<file path="config.mk">
export PLATFORM = sky130hd
export DESIGN_NAME = window_3x3_generator
export DESIGN_NICKNAME = d
export VERILOG_FILES = /design/src/rtl/window_3x3_generator.sv
export SDC_FILE = /design/constraint.sdc
export NUM_CORES = 1
export LEC_CHECK = 0
export BUFFER_PORTS_ARGS = -buffer_cell sky130_fd_sc_hd__buf_2
export CORE_ASPECT_RATIO = 1.5
export CORE_MARGIN = 10
export CORE_UTILIZATION = 40
export DETAILED_ROUTE_END_ITERATION = 6
export GPL_TIMING_DRIVEN = 0
export HOLD_SLACK_MARGIN = 0.12
export SYNTH_ARGS = -nofsm -noshare
export SYNTH_HDL_FRONTEND = slang
export SYNTH_SLANG_ARGS = --single-unit
export TNS_END_PERCENT = 50
</file>
<file path="constraint.sdc">
create_clock -name i_clk -period 5.09 [get_ports i_clk]
set_clock_uncertainty 0.15 [all_clocks]
set_input_delay 0.2545 -clock i_clk [delete_from_list [all_inputs] [get_ports i_clk]]
set_output_delay 0.2545 -clock i_clk [all_outputs]
set_load 0.03 [all_outputs]
</file>
<file path="src/rtl/window_3x3_generator.sv">
// 3x3 sliding-window generator for the median stage.
// Accepts a raster-order pixel stream, keeps the two previous rows in line
// buffers and presents a registered 3x3 neighbourhood for every fully
// interior position. o_enable_3x3 follows the accepting edge by one cycle.
module window_3x3_generator #(
  parameter int WIDTH      = 8,
  parameter int IMG_WIDTH  = 64,
  parameter int IMG_HEIGHT = 64
) (
  input  logic             i_clk,
  input  logic             i_rst_n,
  input  logic             i_valid,
  input  logic             i_sof,
  input  logic [WIDTH-1:0] i_pixel,
  output logic [WIDTH-1:0] o_pixel_00,
  output logic [WIDTH-1:0] o_pixel_01,
  output logic [WIDTH-1:0] o_pixel_02,
  output logic [WIDTH-1:0] o_pixel_10,
  output logic [WIDTH-1:0] o_pixel_11,
  output logic [WIDTH-1:0] o_pixel_12,
  output logic [WIDTH-1:0] o_pixel_20,
  output logic [WIDTH-1:0] o_pixel_21,
  output logic [WIDTH-1:0] o_pixel_22,
  output logic             o_enable_3x3,
  output logic             o_done
);

  localparam int CW = (IMG_WIDTH  > 1) ? $clog2(IMG_WIDTH)  : 1;
  localparam int RW = (IMG_HEIGHT > 1) ? $clog2(IMG_HEIGHT) : 1;

  localparam logic [CW-1:0] COL_LAST  = CW'(IMG_WIDTH - 1);
  localparam logic [RW-1:0] ROW_LAST  = RW'(IMG_HEIGHT - 1);
  localparam logic [RW-1:0] ROW_FILL  = RW'(1);
  localparam logic [CW-1:0] COL_FIRST = CW'(2);

  typedef enum logic {
    S_FILL   = 1'b0,
    S_STREAM = 1'b1
  } state_t;

  state_t          state_q, state_d;
  logic [CW-1:0]   col_q, col_d;
  logic [RW-1:0]   row_q, row_d;
  logic            enable_q, enable_d;
  logic            done_q, done_d;

  // Window registers, index 3*row + column; column 2 is the newest entry.
  logic [WIDTH-1:0] win_q [0:8];
  logic [WIDTH-1:0] win_d [0:8];

  // Line buffers: lb0 holds row r-2, lb1 holds row r-1. Not reset; a full
  // refill of both rows always precedes the first emitted window.
  logic [WIDTH-1:0] lb0_q [0:IMG_WIDTH-1];
  logic [WIDTH-1:0] lb1_q [0:IMG_WIDTH-1];

  logic [CW-1:0]    cur_col;
  logic [RW-1:0]    cur_row;
  logic [WIDTH-1:0] lb0_rd;
  logic [WIDTH-1:0] lb1_rd;
  logic             last_pix;

  // Position of the pixel on the input this cycle (i_sof forces the origin)
  // and read-before-write line buffer taps at that column.
  always_comb begin
    cur_col  = i_sof ? '0 : col_q;
    cur_row  = i_sof ? '0 : row_q;
    lb0_rd   = lb0_q[cur_col];
    lb1_rd   = lb1_q[cur_col];
    last_pix = (cur_row == ROW_LAST) && (cur_col == COL_LAST);
  end

  // Next-state: counters, FSM, window shift and the output strobes.
  always_comb begin
    state_d  = state_q;
    col_d    = col_q;
    row_d    = row_q;
    enable_d = 1'b0;
    done_d   = 1'b0;
    for (int i = 0; i < 9; i++) win_d[i] = win_q[i];

    if (i_valid) begin
      // Raster counters with automatic frame wrap.
      if (cur_col == COL_LAST) begin
        col_d = '0;
        row_d = (cur_row == ROW_LAST) ? '0 : cur_row + RW'(1);
      end else begin
        col_d = cur_col + CW'(1);
        row_d = cur_row;
      end

      // Every window row shifts left; new column enters on the right.
      win_d[0] = win_q[1];
      win_d[1] = win_q[2];
      win_d[2] = lb0_rd;
      win_d[3] = win_q[4];
      win_d[4] = win_q[5];
      win_d[5] = lb1_rd;
      win_d[6] = win_q[7];
      win_d[7] = win_q[8];
      win_d[8] = i_pixel;

      if (i_sof) begin
        state_d = S_FILL;
      end else begin
        unique case (state_q)
          S_FILL: begin
            if ((cur_row == ROW_FILL) && (cur_col == COL_LAST)) state_d = S_STREAM;
          end
          S_STREAM: begin
            // Columns 0 and 1 only prime the shift registers after a row wrap.
            enable_d = (cur_col >= COL_FIRST);
            done_d   = last_pix;
            if (last_pix) state_d = S_FILL;
          end
          default: state_d = S_FILL;
        endcase
      end
    end
  end

  // Control and window registers with asynchronous clear.
  always_ff @(posedge i_clk or negedge i_rst_n) begin
    if (!i_rst_n) begin
      state_q  <= S_FILL;
      col_q    <= '0;
      row_q    <= '0;
      enable_q <= 1'b0;
      done_q   <= 1'b0;
      for (int i = 0; i < 9; i++) win_q[i] <= '0;
    end else begin
      state_q  <= state_d;
      col_q    <= col_d;
      row_q    <= row_d;
      enable_q <= enable_d;
      done_q   <= done_d;
      for (int i = 0; i < 9; i++) win_q[i] <= win_d[i];
    end
  end

  // Line buffer update: the row moves from lb1 to lb0, the new pixel into lb1.
  always_ff @(posedge i_clk) begin
    if (i_valid) begin
      lb0_q[cur_col] <= lb1_rd;
      lb1_q[cur_col] <= i_pixel;
    end
  end

  assign o_pixel_00   = win_q[0];
  assign o_pixel_01   = win_q[1];
  assign o_pixel_02   = win_q[2];
  assign o_pixel_10   = win_q[3];
  assign o_pixel_11   = win_q[4];
  assign o_pixel_12   = win_q[5];
  assign o_pixel_20   = win_q[6];
  assign o_pixel_21   = win_q[7];
  assign o_pixel_22   = win_q[8];
  assign o_enable_3x3 = enable_q;
  assign o_done       = done_q;

endmodule

</file>
# Word-level counts from Yosys, hierarchy flattened
# Memory sizes are Yosys's and may differ from the RTL's. A register that Yosys moved wholly into a read port is not among the register bits.
# Cells that the tools add are included.
[op_classes] addsub=2 n_lt_le_gt_ge=1 n_eq_ne=3 mux=17 bitwise=1 n_reduce_logical=3
[ops] op="6-bit 2-to-1 mux" n=5
[ops] op="6-bit by 1-bit adder with 6-bit output, second input constant" n=2
[ops] op="6-bit == test, second input constant" n=2
[ops] op="1-bit 2-to-1 mux" n=11
[ops] op="6-bit by 1-bit == test with 1-bit output, second input constant" n=1
[ops] op="6-bit by 2-bit >= comparator with 1-bit output, second input constant" n=1
[ops] op="1-bit logical AND" n=2
[ops] op="1-bit one-hot mux with 2 select lines" n=1
[ops] op="1-bit zero test" n=1
[ops] op="1-bit NOT" n=1
[totals] register_bits=79 ram_bits=1024 input_bits=12 out_inout_bits=74 elab_cells=42 memories=2
[mem_list] memory="lb0_q" depth=64 width=8 read_ports=1 rd_clocked_by_memory_dff=1 wr=1 line="53" rtl="logic [WIDTH-1:0] lb0_q [0:IMG_WIDTH-1];"
[mem_list] memory="lb1_q" depth=64 width=8 read_ports=1 rd_clocked_by_memory_dff=0 wr=1 line="54" rtl="logic [WIDTH-1:0] lb1_q [0:IMG_WIDTH-1];"

# Logic depth before layout (Yosys ltp)
# Gate-level depths: netlist of run 1.
[depth] depth_word=6 ltp_mapped=15 ltp_nobuf=9

# Worst setup path before layout of run 1
# OpenSTA, ideal clock, no wires.
[synth_timing] path_type="flip-flop to flip-flop" startpoint="register col_q[0]" endpoint="memory lb0_q[0][1] (data pin)" setup_time_ns=0.601 arrival_ns=2.836 t_required_ns=4.339 setup_slack_ns=1.503 path_stages_with_launch=12 n_path_buf=5 synth_period_minus_slack_ns=3.587 path_cell_list="dfrtp_1 buf_6 buf_2 buf_4 buf_4 buf_2 mux2i_1 nand2_1 a31oi_1 a21oi_1 nor4_1 nand3_1"
[synth_between] elab_chain_len=2
[synth_lines] item="start, declared" line="42" rtl="logic [CW-1:0] col_q, col_d;"
[synth_lines] item="start signal, assigned" line="132" rtl="col_q <= col_d;"
[synth_lines] item="6-bit 2-to-1 mux" line="65" rtl="cur_col = i_sof ? '0 : col_q;"
[synth_lines] item="memory read 64 x 8 bit"
[synth_lines] item="via lb1_rd[1]" line="59" rtl="logic [WIDTH-1:0] lb1_rd;"
[synth_lines] item="end, declared" line="53"
# The timed path passes the listed nets, and every way through them passes these cells.

# Worst setup path after layout of run 1
[layout_timing] startpoint="register col_q[0]" endpoint="memory lb0_q[56][5] (data pin)"
# The elaborated chain is that of the path after synthesis.

==> impl_metrics.csv, run 1 <==
group,metric,value,unit
synth,synth_edf_count,1024,
floorplanning,row_count,149,
critical_path,endpoint_kind,"flip-flop",
cells_and_area,layout.nets,2869,
pwr,totalPowerFinal,21430,µW
synth,yosys.area.top_type,"edfxtp_1",
timing,rsz0062_at_grt,"no",
critical_path,required,5.19,ns
synth,synth-main-ff-cell,"edfxtp_1",
synth,synth_top_area_share,69.87,%
global_routing,met3_usage,8.660,%
synth,ys_async_sr_fraction,7.831,%
detailed_routing,drtIter0Drc,4969,
clock_tree,htreeDepth,3,
critical_path,arrival,5.58,ns
run,maxCapViolations,7,
placed_design,portBuffers,83,
critical_path,r2r_start,"col_q[0]",
cells_and_area,final_cells,4380,
clock_tree,cts.sink_count,1111,
cells_and_area,area_growth,16.25,%
detailed_routing,firstDrtPassIters,7,
critical_path,crit_path_start,"col_q[0]",
timing,fin_crit,5.485,ns
critical_path,reg2reg_depth,9,
cells_and_area,regArea,32930,µm²
timing,max_slew.worst_pin.slew,1.588,ns
global_routing,antenna_found_initial,18,
global_routing,grt_pass1_wl,267000,µm
cells_and_area,final_cell_area,51160,µm²
synth,synthTopCellsByArea,"edfxtp_1 70%, dfrtp_1 4.9%, mux2i_1 4.5%, mux2_2 2.2%, mux4_2 1.8%",
timing,period_share,107.8,%
placed_design,dp_cells,4167,
hold_path,hold_depth,1,
timing,slew_viol_final,45,
detailed_routing,wl_per_cell,46.38,µm
synth,synth_area_per_cell,16.88,µm²
timing,finalHoldViolCount,0,
synth,ys_seq_area_share,74.82,%
synth,ys_warn_count,0,
pwr,p_per_area,419.0,nW/µm²
critical_path,start_kind,"flip-flop",
clock_tree,cts_root_buffer,"clkbuf_16",
global_routing,use_met2,49.71,%
run_status,violations,"capacitance limit, slew limit, setup timing",
hold_path,min_path_type,"input port to flip-flop",
critical_path,critical_path.max_fanout,32,
detailed_routing,num_vias,29568,
detailed_routing,finalWirelength,203100,µm
synth,ys_ff_latch,1111,
pwr,leakage,0.01669,µW
timing,whs,0.2086,ns
cells_and_area,multi_input_area,10710,µm²
floorplanning,fp.dieW,290.8,µm
timing,slew_headroom,-7.334,%
synth,synthCells,2607,
placed_design,place_hpwl,131300,µm
placed_design,gp_congestion,1.016,
detailed_routing,drcViolationCount,0,
detailed_routing,drtAntennaViolNets,0,
synth,syn_nets,2622,
synth,synth_area,44010,µm²
placed_design,placed_area,47430,µm²
critical_path,crit_type,"flip-flop to flip-flop",
cells_and_area,layout_common_cells,"1,024 x edfxtp_1, 197 x mux2i_1, 126 x buf_2, 113 x a21oi_1, 102 x clkbuf_16",
cells_and_area,fin_util,46.67,%
cells_and_area,final_layout_size_suffix_gt1_share,22.18,%
cells_and_area,layout_commonest_cell,"edfxtp_1",
global_routing,busiest_layer,"met2",
floorplanning,io_pins,86,
global_routing,grt_pass1_vias,28369,
synth,synth_cell_types,86,
floorplanning,die_h,426.2,µm
floorplanning,start_util,40.15,%
global_routing,grtUsageTotal,32.13,%
pwr,ir_drop,0.2880,mV
timing,setup_viol,219,
timing,layout_setup_ws,-0.3947,ns
run_status,outcome,"finished, violations left",
floorplanning,die_area,124000,µm²
global_routing,use_met1,37.07,%
global_routing,grt_start_max_net_pins,69,
floorplanning,core_area,109600,µm²
detailed_routing,avgViaCountPerCell,6.751,
global_routing,grt_overflow_total,0,
timing,fmax,0.1823,GHz
clock_tree,cts.clk_slew.worst_paths,0.06,ns
hold_path,hold_path_startpoint,"i_pixel[4]",
cells_and_area,fill_cells,9371,
clock_tree,cts_buffer_depth,3,
clock_tree,clk_latency,0.74,ns
clock_tree,cts_tree,"built",
clock_tree,cts_buffers,100,
final timing paths:
path	to	slack (ns)
min in group asynchronous	o_pixel_21[5]	0.47
min	lb1_q[62][4]	0.21
min reg2reg	row_q[1]	0.33
max in group asynchronous	o_pixel_21[6]	2.95
max reg2reg	lb0_q[56][5]	-0.39
max	lb0_q[56][5]	-0.39
flip-flops by register name, indices dropped and copies added, names as in the netlist, 6 cells and up:
signal	cells
lb0_q	512
lb1_q	512
o_pixel_00	8
o_pixel_01	8
o_pixel_02	8
o_pixel_10	8
o_pixel_11	8
o_pixel_12	8
o_pixel_20	8
o_pixel_21	8
o_pixel_22	8
col_q	6
row_q	6
cell type report:
cell class | instances | area share, %
Inverter | 12 | 0.08805
Sequential cell | 1111 | 64.36
Tap cell | 1434 | 3.507
Clock inverter | 62 | 1.044
Multi-Input combinational cell | 1310 | 20.94
Antenna cell | 7 | 0.03424
Timing Repair Buffer | 142 | 2.725
Clock buffer | 125 | 5.354
Buffer | 177 | 1.949
per-layer routing:
metal  vias up  part of all wire (%)
li1      11057                     -
met1     15269                    33
met2      2500                    45
met3       740                    11
met4         2                    10
met5         -                0.0054
cell families (layout without fill, tap and decap cells):
logic type / count (synthesis) / after routing / synth area share (%)
simple gates: 395 / 400 / 4.771
buf+inv: 191 / 518 / 2.269
fa+ha+maj: 3 / 3 / 0.08530
other cells: 0 / 7 / 0
mux: 321 / 321 / 8.601
compound gates: 585 / 585 / 9.434
xor+xnor: 1 / 1 / 0.01991
flops: 1111 / 1111 / 74.82
power by group:
group	switching, µW	internal (µW)	leakage, µW
combinational	2460	805	0.00483
sequential	113	10300	0.0103
clock	3560	4180	0.00160
total	6140	15300	0.0167
timing repair:
action,in CTS,in global routing
gates resized for setup,36,11
cloned,5,0
setup endpoints to repair,519,228
hold endpoints to repair,242,150
buffers inserted,2,0
hold buffers,6,4
pin swaps,4,0
Yosys cell counts (7+ instances only):
cell and instances:
nand2b_1 19, mux2i_1 197, inv_1 9, o22ai_1 62, nand3_1 18, o221ai_1 19, a32oi_1 11, nor2b_1 20
nor2_1 129, edfxtp_1 1024, a222oi_1 12, buf_2 51, buf_1 15, a211oi_1 17, a2111oi_0 15, or3b_2 7
mux4_2 36, a31oi_1 25, o21ai_0 72, buf_4 32, nand3b_1 41, a221o_1 11, nor3_1 12, o2bb2ai_1 14
or2_2 7, nor3b_1 9, nand2_1 77, o22a_1 18, a21oi_1 115, buf_6 13, clkbuf_1 68, a22oi_1 55
dfrtp_1 87, a221oi_1 46, o211ai_1 8, a22o_1 20, mux2_2 85
through the flow:
stage	worst slack, ns	TNS (ns)
6_report	-0.3947	-35.71
4_1_cts	0.01885	0
5_1_grt	0.01161	0
3_3_place_gp	-3.244	-1659.54
3_5_place_dp	-0.8489	-188.55
2_1_floorplan	1.503	0
worst max-delay path: stages, from the launching register on:
cell,delay (ns)
dfrtp_1,0.36
buf_6,0.15
or2_2,0.54
o21ai_1,0.22
buf_2,0.35
clkbuf_2,0.49
a222oi_1,1.08
a21oi_1,0.47
a21oi_2,0.54
nand3_4,0.57
Power figures use the tool's default switching activity.
==> run 2, diff against run 1 <==
--- a/config.mk
+++ b/config.mk
@@ -5,11 +5,11 @@
 export SDC_FILE = /design/constraint.sdc
 export NUM_CORES = 1
 export LEC_CHECK = 0
-export BUFFER_PORTS_ARGS = -buffer_cell sky130_fd_sc_hd__buf_2
 export CORE_ASPECT_RATIO = 1.5
 export CORE_MARGIN = 10
 export CORE_UTILIZATION = 40
 export DETAILED_ROUTE_END_ITERATION = 6
+export DONT_BUFFER_PORTS = 1
 export GPL_TIMING_DRIVEN = 0
 export HOLD_SLACK_MARGIN = 0.12
 export SYNTH_ARGS = -nofsm -noshare
==> impl_metrics.csv, run 2 (synthesis gave the netlist of run 1 again) <==
group,metric,value,unit
critical_path,crit_path_max_incr_delay,0.68,ns
floorplanning,core_area,109600,µm²
global_routing,grt_pass1_wl,262400,µm
timing,period_share,105.3,%
detailed_routing,drtIter0Drc,5366,
detailed_routing,finalWirelength,200100,µm
run,maxCapViolations,2,
run_status,outcome,"finished, violations left",
critical_path,critical_path.max_fanout,41,
detailed_routing,wl_per_cell,46.42,µm
detailed_routing,avgViaCountPerCell,6.757,
floorplanning,start_util,40.15,%
placed_design,gp_congestion,1.002,
cells_and_area,area_growth,16.50,%
clock_tree,htreeDepth,3,
detailed_routing,drcViolationCount,3,
pwr,totalPowerFinal,21520,µW
global_routing,antenna_found_initial,15,
run_status,violations,"DRC, capacitance limit, slew limit, setup timing",
critical_path,cpMostUsedCell,"buf_2",
timing,setup_viol,295,
clock_tree,cts_buffers,102,
cells_and_area,top_regs,"lb0_q (512), lb1_q (512)",
timing,rsz0062_at_grt,"no",
pwr,p_per_area,419.7,nW/µm²
floorplanning,die_area,124000,µm²
global_routing,grt_overflow_total,0,
critical_path,start_kind,"flip-flop",
cells_and_area,final_layout_size_suffix_gt1_share,19.55,%
critical_path,arrival,5.74,ns
clock_tree,cts_buffer_depth,3,
placed_design,portBuffers,0,
floorplanning,row_count,149,
pwr,ir_drop,0.2895,mV
critical_path,endpoint_kind,"flip-flop",
global_routing,grt_pass1_vias,27747,
clock_tree,clk_latency,0.73,ns
floorplanning,io_pins,86,
timing,layout_setup_ws,-0.2672,ns
timing,finalHoldViolCount,0,
hold_path,hold_depth,2,
pwr,leakage,0.01659,µW
detailed_routing,num_vias,29131,
cells_and_area,layout_common_cells,"1,024 x edfxtp_1, 197 x mux2i_1, 114 x a21oi_1, 109 x clkbuf_16, 87 x dfrtp_1",
floorplanning,die_h,426.2,µm
clock_tree,cts.sink_count,1111,
timing,slew_viol_final,12,
critical_path,reg2reg_depth,11,
placed_design,placed_area,47190,µm²
clock_tree,cts.clk_slew.worst_paths,0.07,ns
clock_tree,cts_root_buffer,"clkbuf_16",
detailed_routing,firstDrtPassIters,7,
cells_and_area,final_cells,4311,
timing,slew_headroom,-10.98,%
cells_and_area,layout_commonest_cell,"edfxtp_1",
floorplanning,fp.dieW,290.8,µm
critical_path,crit_type,"flip-flop to flip-flop",
clock_tree,cts_tree,"built",
critical_path,worstPathCellList,"buf_6 > or2_2 > o21ai_1 > buf_2 > buf_2 > buf_2 > a22oi_1 > a21oi_1 > nor4_4 > nand2_4 > buf_12",
global_routing,grt_start_max_net_pins,88,
critical_path,cpMaxStageDelayCell,"a21oi_1",
timing,fmax,0.1867,GHz
detailed_routing,drtAntennaViolNets,0,
timing,tns,-38.39,ns
timing,whs,0.3416,ns
placed_design,place_hpwl,130100,µm
timing,fin_crit,5.357,ns
critical_path,required,5.47,ns
cells_and_area,final_cell_area,51270,µm²
hold_path,min_path_type,"flip-flop to flip-flop",
global_routing,grtUsageTotal,31.50,%
cells_and_area,layout.nets,2799,
timing,max_slew.worst_pin.slew,1.665,ns
placed_design,dp_cells,4086,
[run 2: changes by cell type in the layout (fill, tap and decap cells not counted), moves of 4 or more]
cell / delta
clkbuf_8: -6
buf_4: -7
nor2_4: +4
clkbuf_1: +11
clkinvlp_4: -6
clkinv_2: -13
buf_2: -77
buf_16: +20
clkbuf_16: +7
buf_8: -10
diode_2: +5
[run 2: cell type report]
type / instances / area, µm²
antenna: 12 / 30.03
buffer: 178 / 998.5
clock buffer: 138 / 2855
clock inverter: 47 / 505.5
fill: 9195 / 58350
inverter: 12 / 45.04
multi-input combinational: 1307 / 10670
sequential: 1111 / 32930
tap: 1434 / 1794
timing repair buffer: 72 / 1445
[run 2: path summary, 6_finish.rpt]
| path | slack (ns) | from | end |
|---|---|---|---|
| worst min register to register | 0.34 | row_q[1] | row_q[1] |
| worst max-delay path | -0.27 | col_q[0] | lb0_q[48][2] |
| worst max register to register | -0.27 | col_q[0] | lb0_q[48][2] |
| worst min-delay path | 0.34 | row_q[1] | row_q[1] |
| max in group asynchronous | 3.82 | i_rst_n | o_pixel_11[7] |
| min in group asynchronous | 0.57 | i_rst_n | o_pixel_22[2] |
[run 2: worst max-delay path, delay by kind of cell, from the launching register on]
kind | cells | cell delay, ns
AO/OA/AOI/OAI | 3 | 1.31
buffers and inverters | 5 | 2.16
flip-flops | 1 | 0.38
AND/OR/NAND/NOR | 3 | 0.98
[run 2: through the flow]
step,setup slack (ns),utilization [%]
2_1_floorplan,1.503,-
3_3_place_gp,-3.230,41.78
5_1_grt,0.02387,46.75
4_1_cts,0.0004388,46.64
6_report,-0.2672,46.77
3_5_place_dp,-0.6364,43.05
[run 2: timing repair]
item | in CTS | in global routing
endpoints found under the setup margin | 482 | 282
setup buffers | 4 | 1
endpoints found under the hold margin | 607 | 0
pin swaps | 4 | 2
hold buffers | 20 | 0
resized for setup | 30 | 15
cloned | 1 | 1
[run 2: layer usage]
layer	global-route usage (%)	part of all wire, %	vias to the layer above
li1	-	-	10919
met1	36.16	33	15049
met2	48.80	45	2476
met3	8.541	12	679
met4	26.71	10	8
met5	0	0.026	-
[run 2: report_power, final]
group | internal [µW] | switching, µW | leakage (µW) | total (µW)
Sequential | 10300 | 387 | 0.0103 | 10700
Clock | 4430 | 3550 | 0.00163 | 7980
Combinational | 742 | 2110 | 0.00470 | 2850
Total | 15500 | 6040 | 0.0166 | 21500
